`config.mk`:
```
export PLATFORM = sky130hd
export DESIGN_NAME = hazard_ctrl_flat
export DESIGN_NICKNAME = d
export VERILOG_FILES = /design/src/rtl/hazard_if.sv /design/src/rtl/hazard_ctrl.sv /design/src/flat_wrapper.sv
export SDC_FILE = /design/constraint.sdc
export NUM_CORES = 1
export LEC_CHECK = 0
export ABC_CLOCK_PERIOD_IN_PS = 2000
export CORE_AREA = 2 2 82 84
export DETAILED_ROUTE_END_ITERATION = 8
export DIE_AREA = 0 0 84 86
export GPL_ROUTABILITY_DRIVEN = 0
export PLACE_DENSITY_LB_ADDON = 0.1
export SLEW_MARGIN = 20
export SYNTH_ARGS = -nofsm -noshare
export SYNTH_HDL_FRONTEND = slang
export SYNTH_SLANG_ARGS = --single-unit
```
`constraint.sdc`:
```
create_clock -name clk -period 2 [get_ports clk]
set_input_delay 0.4 -clock clk [delete_from_list [all_inputs] [get_ports clk]]
set_output_delay 0.4 -clock clk [all_outputs]
set_load 0.01 [all_outputs]
```
`src/rtl/hazard_if.sv`:
```
// Pipeline hazard control bundle: pipeline status into the controller,
// stall/flush/bubble controls and performance counters back out.
interface hazard_if;
    logic [31:0] id_instr;
    logic [4:0]  ex_rd;
    logic        ex_mem_read;
    logic        branch_taken;
    logic        dmem_req;
    logic        dmem_ready;

    logic        pc_stall;
    logic        if_id_stall;
    logic        id_ex_bubble;
    logic        if_id_flush;
    logic        id_ex_flush;
    logic        ex_mem_stall;
    logic        mem_wb_stall;
    logic        mem_timeout;
    logic [15:0] stall_cycles;
    logic [15:0] flush_count;

    // Pipeline side: drives stage status, consumes hazard controls.
    modport master (
        output id_instr, ex_rd, ex_mem_read, branch_taken, dmem_req, dmem_ready,
        input  pc_stall, if_id_stall, id_ex_bubble, if_id_flush, id_ex_flush,
               ex_mem_stall, mem_wb_stall, mem_timeout, stall_cycles, flush_count
    );

    // Hazard controller side.
    modport slave (
        input  id_instr, ex_rd, ex_mem_read, branch_taken, dmem_req, dmem_ready,
        output pc_stall, if_id_stall, id_ex_bubble, if_id_flush, id_ex_flush,
               ex_mem_stall, mem_wb_stall, mem_timeout, stall_cycles, flush_count
    );
endinterface

```
`src/rtl/hazard_ctrl.sv`:
```
// Hazard controller for a 5-stage RV32 pipeline: load-use interlock,
// branch flush, memory-wait freeze with timeout, and saturating
// stall/flush performance counters.
//
// state       | meaning
// ------------+--------------------------------------------------------
// ST_RUN      | pipeline flowing; wait counter held at zero
// ST_MEM_WAIT | a data-memory access is outstanding; wait cycles counted
module hazard_ctrl #(
    parameter int unsigned TIMEOUT = 255
) (
    input logic    clk,
    input logic    reset,
    hazard_if.slave hz
);

    localparam logic [15:0] TIMEOUT_LIM = 16'(TIMEOUT);
    localparam logic [15:0] CNT_MAX     = 16'hFFFF;

    localparam logic [6:0] OP_LUI    = 7'b0110111;
    localparam logic [6:0] OP_AUIPC  = 7'b0010111;
    localparam logic [6:0] OP_JAL    = 7'b1101111;
    localparam logic [6:0] OP_REG    = 7'b0110011;
    localparam logic [6:0] OP_STORE  = 7'b0100011;
    localparam logic [6:0] OP_BRANCH = 7'b1100011;

    typedef enum logic {
        ST_RUN,
        ST_MEM_WAIT
    } state_t;

    state_t      state_q, state_d;
    logic [15:0] wait_cnt_q, wait_cnt_d;
    logic        mem_timeout_q, mem_timeout_d;
    logic [15:0] stall_cycles_q, stall_cycles_d;
    logic [15:0] flush_count_q, flush_count_d;

    logic [4:0] rs1;
    logic [4:0] rs2;
    logic [6:0] opcode;
    logic       rs1_used;
    logic       rs2_used;
    logic       rs1_hit;
    logic       rs2_hit;
    logic       load_use;
    logic       mem_stall;

    logic pc_stall;
    logic if_id_stall;
    logic id_ex_bubble;
    logic if_id_flush;
    logic id_ex_flush;
    logic ex_mem_stall;
    logic mem_wb_stall;

    assign rs1    = hz.id_instr[19:15];
    assign rs2    = hz.id_instr[24:20];
    assign opcode = hz.id_instr[6:0];

    // Source-operand usage by opcode; register fields of formats that have
    // no such operand carry immediate bits and must not create false hazards.
    always_comb begin
        rs1_used = 1'b1;
        rs2_used = 1'b0;
        case (opcode)
            OP_LUI, OP_AUIPC, OP_JAL:     rs1_used = 1'b0;
            default:                      rs1_used = 1'b1;
        endcase
        case (opcode)
            OP_REG, OP_STORE, OP_BRANCH:  rs2_used = 1'b1;
            default:                      rs2_used = 1'b0;
        endcase
    end

    assign rs1_hit   = rs1_used && (rs1 == hz.ex_rd);
    assign rs2_hit   = rs2_used && (rs2 == hz.ex_rd);
    assign load_use  = hz.ex_mem_read && (hz.ex_rd != 5'd0) && (rs1_hit || rs2_hit);
    assign mem_stall = hz.dmem_req && !hz.dmem_ready;

    // State register.
    always_ff @(posedge clk) begin
        if (reset) begin
            state_q <= ST_RUN;
        end else begin
            state_q <= state_d;
        end
    end

    // Next state: enter the wait on a stalled access, leave as soon as the
    // access completes or is withdrawn.
    always_comb begin
        state_d = state_q;
        case (state_q)
            ST_RUN: begin
                if (mem_stall) begin
                    state_d = ST_MEM_WAIT;
                end
            end
            ST_MEM_WAIT: begin
                if (hz.dmem_ready || !hz.dmem_req) begin
                    state_d = ST_RUN;
                end
            end
            default: state_d = ST_RUN;
        endcase
    end

    // Pipeline controls, highest priority first: reset, memory stall,
    // taken branch, load-use. A branch seen during a memory stall is not
    // lost: EX is frozen, so branch_taken stays high and the flush lands in
    // the first released cycle. Likewise a load-use hazard is re-evaluated
    // once the memory stall clears.
    always_comb begin
        pc_stall     = 1'b0;
        if_id_stall  = 1'b0;
        id_ex_bubble = 1'b0;
        if_id_flush  = 1'b0;
        id_ex_flush  = 1'b0;
        ex_mem_stall = 1'b0;
        mem_wb_stall = 1'b0;
        if (!reset) begin
            if (mem_stall) begin
                pc_stall     = 1'b1;
                if_id_stall  = 1'b1;
                ex_mem_stall = 1'b1;
                mem_wb_stall = 1'b1;
            end else if (hz.branch_taken) begin
                if_id_flush  = 1'b1;
                id_ex_flush  = 1'b1;
            end else if (load_use) begin
                pc_stall     = 1'b1;
                if_id_stall  = 1'b1;
                id_ex_bubble = 1'b1;
            end
        end
    end

    // Wait counter, sticky timeout flag and saturating performance counters.
    // The timeout compares the registered count, so it sets one edge after
    // the count reaches the limit.
    always_comb begin
        wait_cnt_d     = wait_cnt_q;
        mem_timeout_d  = mem_timeout_q;
        stall_cycles_d = stall_cycles_q;
        flush_count_d  = flush_count_q;

        if (state_q == ST_RUN) begin
            wait_cnt_d = 16'd0;
        end else if (mem_stall && (wait_cnt_q != CNT_MAX)) begin
            wait_cnt_d = wait_cnt_q + 16'd1;
        end

        if (wait_cnt_q >= TIMEOUT_LIM) begin
            mem_timeout_d = 1'b1;
        end

        if ((pc_stall || ex_mem_stall) && (stall_cycles_q != CNT_MAX)) begin
            stall_cycles_d = stall_cycles_q + 16'd1;
        end

        if (if_id_flush && (flush_count_q != CNT_MAX)) begin
            flush_count_d = flush_count_q + 16'd1;
        end
    end

    // Counter and flag registers; reset aborts any wait without counting.
    always_ff @(posedge clk) begin
        if (reset) begin
            wait_cnt_q     <= 16'd0;
            mem_timeout_q  <= 1'b0;
            stall_cycles_q <= 16'd0;
            flush_count_q  <= 16'd0;
        end else begin
            wait_cnt_q     <= wait_cnt_d;
            mem_timeout_q  <= mem_timeout_d;
            stall_cycles_q <= stall_cycles_d;
            flush_count_q  <= flush_count_d;
        end
    end

    assign hz.pc_stall     = pc_stall;
    assign hz.if_id_stall  = if_id_stall;
    assign hz.id_ex_bubble = id_ex_bubble;
    assign hz.if_id_flush  = if_id_flush;
    assign hz.id_ex_flush  = id_ex_flush;
    assign hz.ex_mem_stall = ex_mem_stall;
    assign hz.mem_wb_stall = mem_wb_stall;
    assign hz.mem_timeout  = mem_timeout_q;
    assign hz.stall_cycles = stall_cycles_q;
    assign hz.flush_count  = flush_count_q;

endmodule

```
`src/flat_wrapper.sv`:
```
// flat-port wrapper written by rule: the top's interface ports become plain ports
module hazard_ctrl_flat 
#(
    parameter int unsigned TIMEOUT = 255
)
  (clk, reset, hz_id_instr, hz_ex_rd, hz_ex_mem_read, hz_branch_taken, hz_dmem_req, hz_dmem_ready, hz_pc_stall, hz_if_id_stall, hz_id_ex_bubble, hz_if_id_flush, hz_id_ex_flush, hz_ex_mem_stall, hz_mem_wb_stall, hz_mem_timeout, hz_stall_cycles, hz_flush_count);
  hazard_if hz_i ();
  input logic clk;
  input logic reset;
  input wire logic [$bits(hz_i.id_instr)-1:0] hz_id_instr;
  input wire logic [$bits(hz_i.ex_rd)-1:0] hz_ex_rd;
  input wire logic [$bits(hz_i.ex_mem_read)-1:0] hz_ex_mem_read;
  input wire logic [$bits(hz_i.branch_taken)-1:0] hz_branch_taken;
  input wire logic [$bits(hz_i.dmem_req)-1:0] hz_dmem_req;
  input wire logic [$bits(hz_i.dmem_ready)-1:0] hz_dmem_ready;
  output wire logic [$bits(hz_i.pc_stall)-1:0] hz_pc_stall;
  output wire logic [$bits(hz_i.if_id_stall)-1:0] hz_if_id_stall;
  output wire logic [$bits(hz_i.id_ex_bubble)-1:0] hz_id_ex_bubble;
  output wire logic [$bits(hz_i.if_id_flush)-1:0] hz_if_id_flush;
  output wire logic [$bits(hz_i.id_ex_flush)-1:0] hz_id_ex_flush;
  output wire logic [$bits(hz_i.ex_mem_stall)-1:0] hz_ex_mem_stall;
  output wire logic [$bits(hz_i.mem_wb_stall)-1:0] hz_mem_wb_stall;
  output wire logic [$bits(hz_i.mem_timeout)-1:0] hz_mem_timeout;
  output wire logic [$bits(hz_i.stall_cycles)-1:0] hz_stall_cycles;
  output wire logic [$bits(hz_i.flush_count)-1:0] hz_flush_count;
  assign hz_i.id_instr = hz_id_instr;
  assign hz_i.ex_rd = hz_ex_rd;
  assign hz_i.ex_mem_read = hz_ex_mem_read;
  assign hz_i.branch_taken = hz_branch_taken;
  assign hz_i.dmem_req = hz_dmem_req;
  assign hz_i.dmem_ready = hz_dmem_ready;
  assign hz_pc_stall = hz_i.pc_stall;
  assign hz_if_id_stall = hz_i.if_id_stall;
  assign hz_id_ex_bubble = hz_i.id_ex_bubble;
  assign hz_if_id_flush = hz_i.if_id_flush;
  assign hz_id_ex_flush = hz_i.id_ex_flush;
  assign hz_ex_mem_stall = hz_i.ex_mem_stall;
  assign hz_mem_wb_stall = hz_i.mem_wb_stall;
  assign hz_mem_timeout = hz_i.mem_timeout;
  assign hz_stall_cycles = hz_i.stall_cycles;
  assign hz_flush_count = hz_i.flush_count;
  hazard_ctrl #(.TIMEOUT(TIMEOUT)) u_core (.clk(clk), .reset(reset), .hz(hz_i));
endmodule
```
# == Yosys cells after proc, flatten, opt, wreduce, memory -nomap -nowiden ==
# Index checks and enable logic that the tools add are counted.
# classes
n_addsub,3
muxes,15
magnitude_cmp,1
reduce_logical,17
n_eq_ne,11
bitwise,1
# op_table
op,n
"adder 16 x 1 -> 16 bit, second input constant",3
"!= test 16 bit, second input constant",3
"equality test 7 x 6 -> 1 bit, second input constant",3
"greater-or-equal comparator 16 x 8 -> 1 bit, second input constant",1
"equality test 7 bit, second input constant",2
2-to-1 mux 1 bit,14
equality test 5 bit,2
logical AND 1 bit,8
"equality test 7 x 5 -> 1 bit, second input constant",1
OR reduction 3 bit,2
nonzero test 5 bit,1
logical OR 1 bit,3
zero test 1 bit,2
one-hot mux 1 bit (2 select lines),1
OR reduction 2 bit,1
inverter 1 bit,1
# totals
regBits,50
inputBits,43
output_inout_bits,40

# == Longest topological paths before layout ==
# depth
word_depth,12
ltp_mapped,9
mapped_depth_nobuf,7

# == Least setup slack after synthesis ==
# OpenSTA, ideal clock, no wires.
# synth_timing
kind,input to output
from,in hz_id_instr[6]
to,out hz_pc_stall
arrival_time_ps,1866
slack_ps,-266
required_ps,1600
path_stages,6
path_buffers,1
cell_sequence,and3_1 o2111a_2 nor4_4 nor2_1 o21ai_0 buf_4
# synth_between
elab_chain_cells,10
word_cells_on_any_way,18
classes_between,6 x eq/ne; 6 x mux; 6 x reduce/logical
# synth_lines
item,line,source
start: declaration,flat_wrapper.sv:10,input wire logic [$bits(hz_i.id_instr)-1:0] hz_id_instr;
"equality test 7 x 6 -> 1 bit, or another cell as far along",hazard_ctrl.sv:65,case (opcode)
"OR reduction 3 bit, on equally long branches","hazard_ctrl.sv:65, hazard_ctrl.sv:69",
"2-to-1 mux 1 bit, on equally long branches","hazard_ctrl.sv:65, hazard_ctrl.sv:69",
"logical AND 1 bit, on equally long branches","hazard_ctrl.sv:75, hazard_ctrl.sv:76",
logical OR 1 bit (*),hazard_ctrl.sv:77,assign load_use = hz.ex_mem_read && (hz.ex_rd != 5'd0) && (rs1_hit || rs2_hit);
logical AND 1 bit (*),hazard_ctrl.sv:77,
2-to-1 mux 1 bit (*) (4 in series),n/a,
end: declaration,flat_wrapper.sv:16,output wire logic [$bits(hz_i.pc_stall)-1:0] hz_pc_stall;
# Mark *: on every way between the ends. The rest lies on a longest branch, timed or not.

# == Final worst setup path ==
# layout_timing
from,in hz_ex_rd[0]
to,"reg u_core.stall_cycles_q[5], in the netlist u_core.hz.stall_cycles[5]"
# layout_between
elab_chain_cells,10
word_cells_on_any_way,14
classes_between,2 x eq/ne; 4 x mux; 8 x reduce/logical
# layout_lines
item,line,source
start: declaration,flat_wrapper.sv:11,input wire logic [$bits(hz_i.ex_rd)-1:0] hz_ex_rd;
"equality test 5 bit, on equally long branches","hazard_ctrl.sv:75, hazard_ctrl.sv:76",
"logical AND 1 bit, on equally long branches","hazard_ctrl.sv:75, hazard_ctrl.sv:76",
logical OR 1 bit,hazard_ctrl.sv:77,
logical AND 1 bit (*),hazard_ctrl.sv:77,
2-to-1 mux 1 bit (*),hazard_ctrl.sv:130,end else if (load_use) begin
2-to-1 mux 1 bit (*),hazard_ctrl.sv:127,end else if (hz.branch_taken) begin
2-to-1 mux 1 bit (*),hazard_ctrl.sv:122,if (mem_stall) begin
2-to-1 mux 1 bit (*),hazard_ctrl.sv:121,if (!reset) begin
logical OR 1 bit (*),hazard_ctrl.sv:157,if ((pc_stall || ex_mem_stall) && (stall_cycles_q != CNT_MAX)) begin
logical AND 1 bit (*),hazard_ctrl.sv:157,
end signal: assignment,hazard_ctrl.sv:176,stall_cycles_q <= stall_cycles_d;
end: declaration,hazard_ctrl.sv:35,"logic [15:0] stall_cycles_q, stall_cycles_d;"
# Marks and branches as above.
# A chain may end at the register's enable or synchronous reset.

==> results.yml <==
run_status:
  status: "finished with violations"
  violations: "setup timing"
synthesis:
  synth_enable_flop_cells: 0
  yosysUniqueCellTypes: 44
  synth_top_area_share_pct: 38.6
  synth.most_common_cell: "dfxtp_1"
  async_flop_share_pct: 0
  synth_seq_cells: 50
  ys_warn_count: 0
  syn_avg_cell_area_sq_um: 8.44
  synthTopCellsByArea: "dfxtp_1 (39%), xnor2_1 (6.8%), xor2_1 (6.8%)"
  synth_cells: 307
  ys_top_cells_by_count: "dfxtp_1 (50), nor2_1 (46), xnor2_1 (20), xor2_1 (20), nand2_1 (19)"
  syn-cell-area_sq_um: 2590
  yosysSeqAreaShare_pct: 38.6
  yosysTopAreaCell: "dfxtp_1"
  synth-main-ff-cell: "dfxtp_1"
  syn-num-nets: 353
place:
  io_buffers: 67
  place_hpwl_um: 4870
  place_inst: 499
  placed_area_sq_um: 3770
setup_path:
  arrival_ns: 2.29
  crit_top_cell: "buf_4"
  worstPathCellList: "buf_2 -> xnor2_2 -> nand4_1 -> buf_4 -> o41ai_4 -> buf_4 -> o21ai_4 -> buf_6 -> or3_4 -> a21oi_2"
  cp.required_ns: 2.24
  rr_worst_depth: 8
  cp_max_fo: 7
  cp_slowest_cell: "or3_4"
  endpoint_kind: "flip-flop"
  start_kind: "input port"
  reg2reg_slack_ns: 0.08
  slowest_delay_ns: 0.37
  regToRegStartpoint: "u_core.hz.stall_cycles[0]$_SDFFE_PP0P_"
  worstSetupPathType: "input port to flip-flop"
  critPathTopFamily: "buffers and inverters"
  crit_buf_inv: 4
  timing.rr.end: "u_core.hz.stall_cycles[15]$_SDFFE_PP0P_"
route:
  drt_wl_total_um: 7140
  vias: 2687
  drt_iter0_drc: 58
  first_pass_iters: 6
  vias_per_cell: 5.11
  ant_nets: 0
  wl_per_cell_um: 13.6
  drc: 0
clocking:
  h-tree-depth: 2
  cts_tree: "yes"
  clock_latency_ns: 0.30
  path_clk_slew_ns: 0.10
  cts_sinks: 50
  numCtsBuffers: 5
  clockBufferDepth: 2
  cts_root_buf: "clkbuf_8"
power_and_ir_drop:
  seq_power_share_pct: 51.8
  peakVddDrop_mv: 0.420
  internal_power_mw: 1.47
  power_leakage_nw: 1.68
  clockPowerShare_pct: 33.9
  switching_share_pct: 24.0
  total_power_mw: 1.93
  p_comb_share_pct: 14.3
  switchingPower_mw: 0.464
  powerDensity_nw_per_um2: 454
min_path:
  worstHoldEndpoint: "u_core.hz.stall_cycles[9]$_SDFFE_PP0P_"
  min_path_cells: 2
  hold_path.class: "flip-flop to flip-flop"
  min-delay-start: "u_core.hz.stall_cycles[9]$_SDFFE_PP0P_"
finish:
  instances_no_fill: 526
  final_util_pct: 67.8
  n_antenna_cell: 0
  num-nets-final: 494
  multiInputGateArea_sq_um: 1770
  drive_gt1_share_pct: 33.6
  syn2layout_area_growth_pct: 64.3
  seq_area_sq_um: 1000
  final_area_sq_um: 4260
  fill_cells: 512
die:
  dieWidth_um: 84
  start_util_pct: 41.3
  fp.dieArea_sq_um: 7220
  fp-row-count: 29
  num_io_pins: 83
  core-area_sq_um: 6280
  die_y_um: 86
flow_run:
  max_cap_violations: 0
global_routing:
  grt_overflow: 0
  grt_pass1_wl_um: 11800
  grt_pass1_vias: 2639
  grt_max_degree: 24
  antenna_found_initial: 0
  grtUsageTotal_pct: 19.9
timing:
  setup_slack_ns: -0.0481
  fmax_mhz: 488
  post-route-period-util_pct: 102
  hold_viol: 0
  fin_setup_tns_ns: -0.130
  rsz0062_at_grt: "true"
  tightest_slew_ns: 0.402
  fin_crit_ns: 2.05
  setup_viol: 5
  final_max_slew_viol_count: 0
  clock_skew_ns: 0.0112
  slew_headroom_pct: 73.2
power by group through the flow:
stage	Clock, mW	Combinational (mW)	Sequential [mW]
3_3_place_gp	0	0.219	1.02
4_1_cts	0.678	0.249	1.00
3_5_place_dp	0	0.222	1.03
2_1_floorplan	0	0.0822	1.03
6_report	0.655	0.277	1.00
5_1_grt	0.717	0.299	1.00
metal layers:
metal / up-vias / global-route usage (%) / wire length [um]
met5: - / 0 / 0
met4: 0 / 5.43 / 53
met3: 5 / 3.75 / 260
met2: 45 / 34.4 / 3520
met1: 1269 / 25.5 / 3310
li1: 1368 / - / -
state kept, by name, indices dropped and copies added (netlist names):
register and count:
u_core.wait_cnt_q 16, u_core.state_q 1, u_core.hz.mem_timeout 1, u_core.hz.stall_cycles 16, u_core.hz.flush_count 16
worst max-delay path by stage:
| stage | from | endpoint | slack, ns | cells past startpoint |
|---|---|---|---|---|
| floorplan | hz_ex_rd[1] | u_core.hz.stall_cycles[1]$_SDFFE_PP0P_ | -0.0005 | 8 |
| global placement | hz_ex_rd[2] | hz_pc_stall | -0.82 | 7 |
| detailed placement | hz_ex_rd[0] | hz_if_id_stall | -0.91 | 7 |
| CTS | hz_ex_rd[4] | hz_if_id_stall | -0.09 | 6 |
| global route | hz_id_instr[3] | u_core.hz.stall_cycles[5]$_SDFFE_PP0P_ | -0.12 | 10 |
| finish | hz_ex_rd[0] | u_core.hz.stall_cycles[5]$_SDFFE_PP0P_ | -0.05 | 10 |
stage by stage:
| stage | setup slack (ns) | hold WS, ns |
|---|---|---|
| floorplan | -0.000473 | 0.472 |
| global placement | -0.816 | 0.493 |
| detailed placement | -0.912 | 0.508 |
| CTS | -0.0921 | 0.521 |
| global route | -0.116 | 0.537 |
| finish | -0.0481 | 0.517 |
tightest hold or removal path, cell delays in order, from the launching register on:
cell and delay [ns]:
dfxtp_1 0.36, o31ai_2 0.08, a21oi_2 0.05
what timing repair did:
action,4_1_cts,5_1_grt
pin swaps,27,27
hold endpoints to repair,0,0
endpoints found under the setup margin,33,20
cloned,1,0
hold buffers,0,0
setup buffers,11,8
resized for setup,125,32
cell usage in the layout, fill, tap and decap left out, drive strengths merged, types with 2 or more instances in the layout:
| cell | instances |
|---|---|
| a21oi | 13 |
| a41oi | 2 |
| and2 | 2 |
| and3 | 8 |
| and4 | 5 |
| buf | 95 |
| clkbuf | 10 |
| clkdlybuf4s15 | 6 |
| clkdlybuf4s50 | 33 |
| dfxtp | 50 |
| dlygate4sd2 | 8 |
| ha | 3 |
| inv | 8 |
| mux2 | 2 |
| mux2i | 2 |
| nand2 | 19 |
| nand2b | 5 |
| nand3 | 16 |
| nand3b | 2 |
| nand4 | 14 |
| nor2 | 46 |
| nor2b | 3 |
| nor3 | 8 |
| nor4 | 7 |
| o2111a | 2 |
| o211ai | 2 |
| o21ai | 10 |
| o31ai | 5 |
| or3 | 6 |
| or4 | 6 |
| xnor2 | 20 |
| xor2 | 20 |
kinds of logic after synthesis:
kind of cell             share of synthesized area (%)
adder cells (fa/ha/maj)                           1.45
flip-flops                                        38.6
AO/OA/AOI/OAI                                     10.6
buffers and inverters                             4.06
multiplexers                                      1.64
AND/OR/NAND/NOR                                   30.1
XOR/XNOR                                          13.5
layout make-up:
type	count	share of cell area [%]
inverter	8	0.706
clock inverter	1	0.206
sequential	50	23.5
clock buffer	7	2.26
tap	77	2.26
timing repair buffer	146	29.4
multi-input combinational	237	41.6
(Power assumes the default switching activity.)
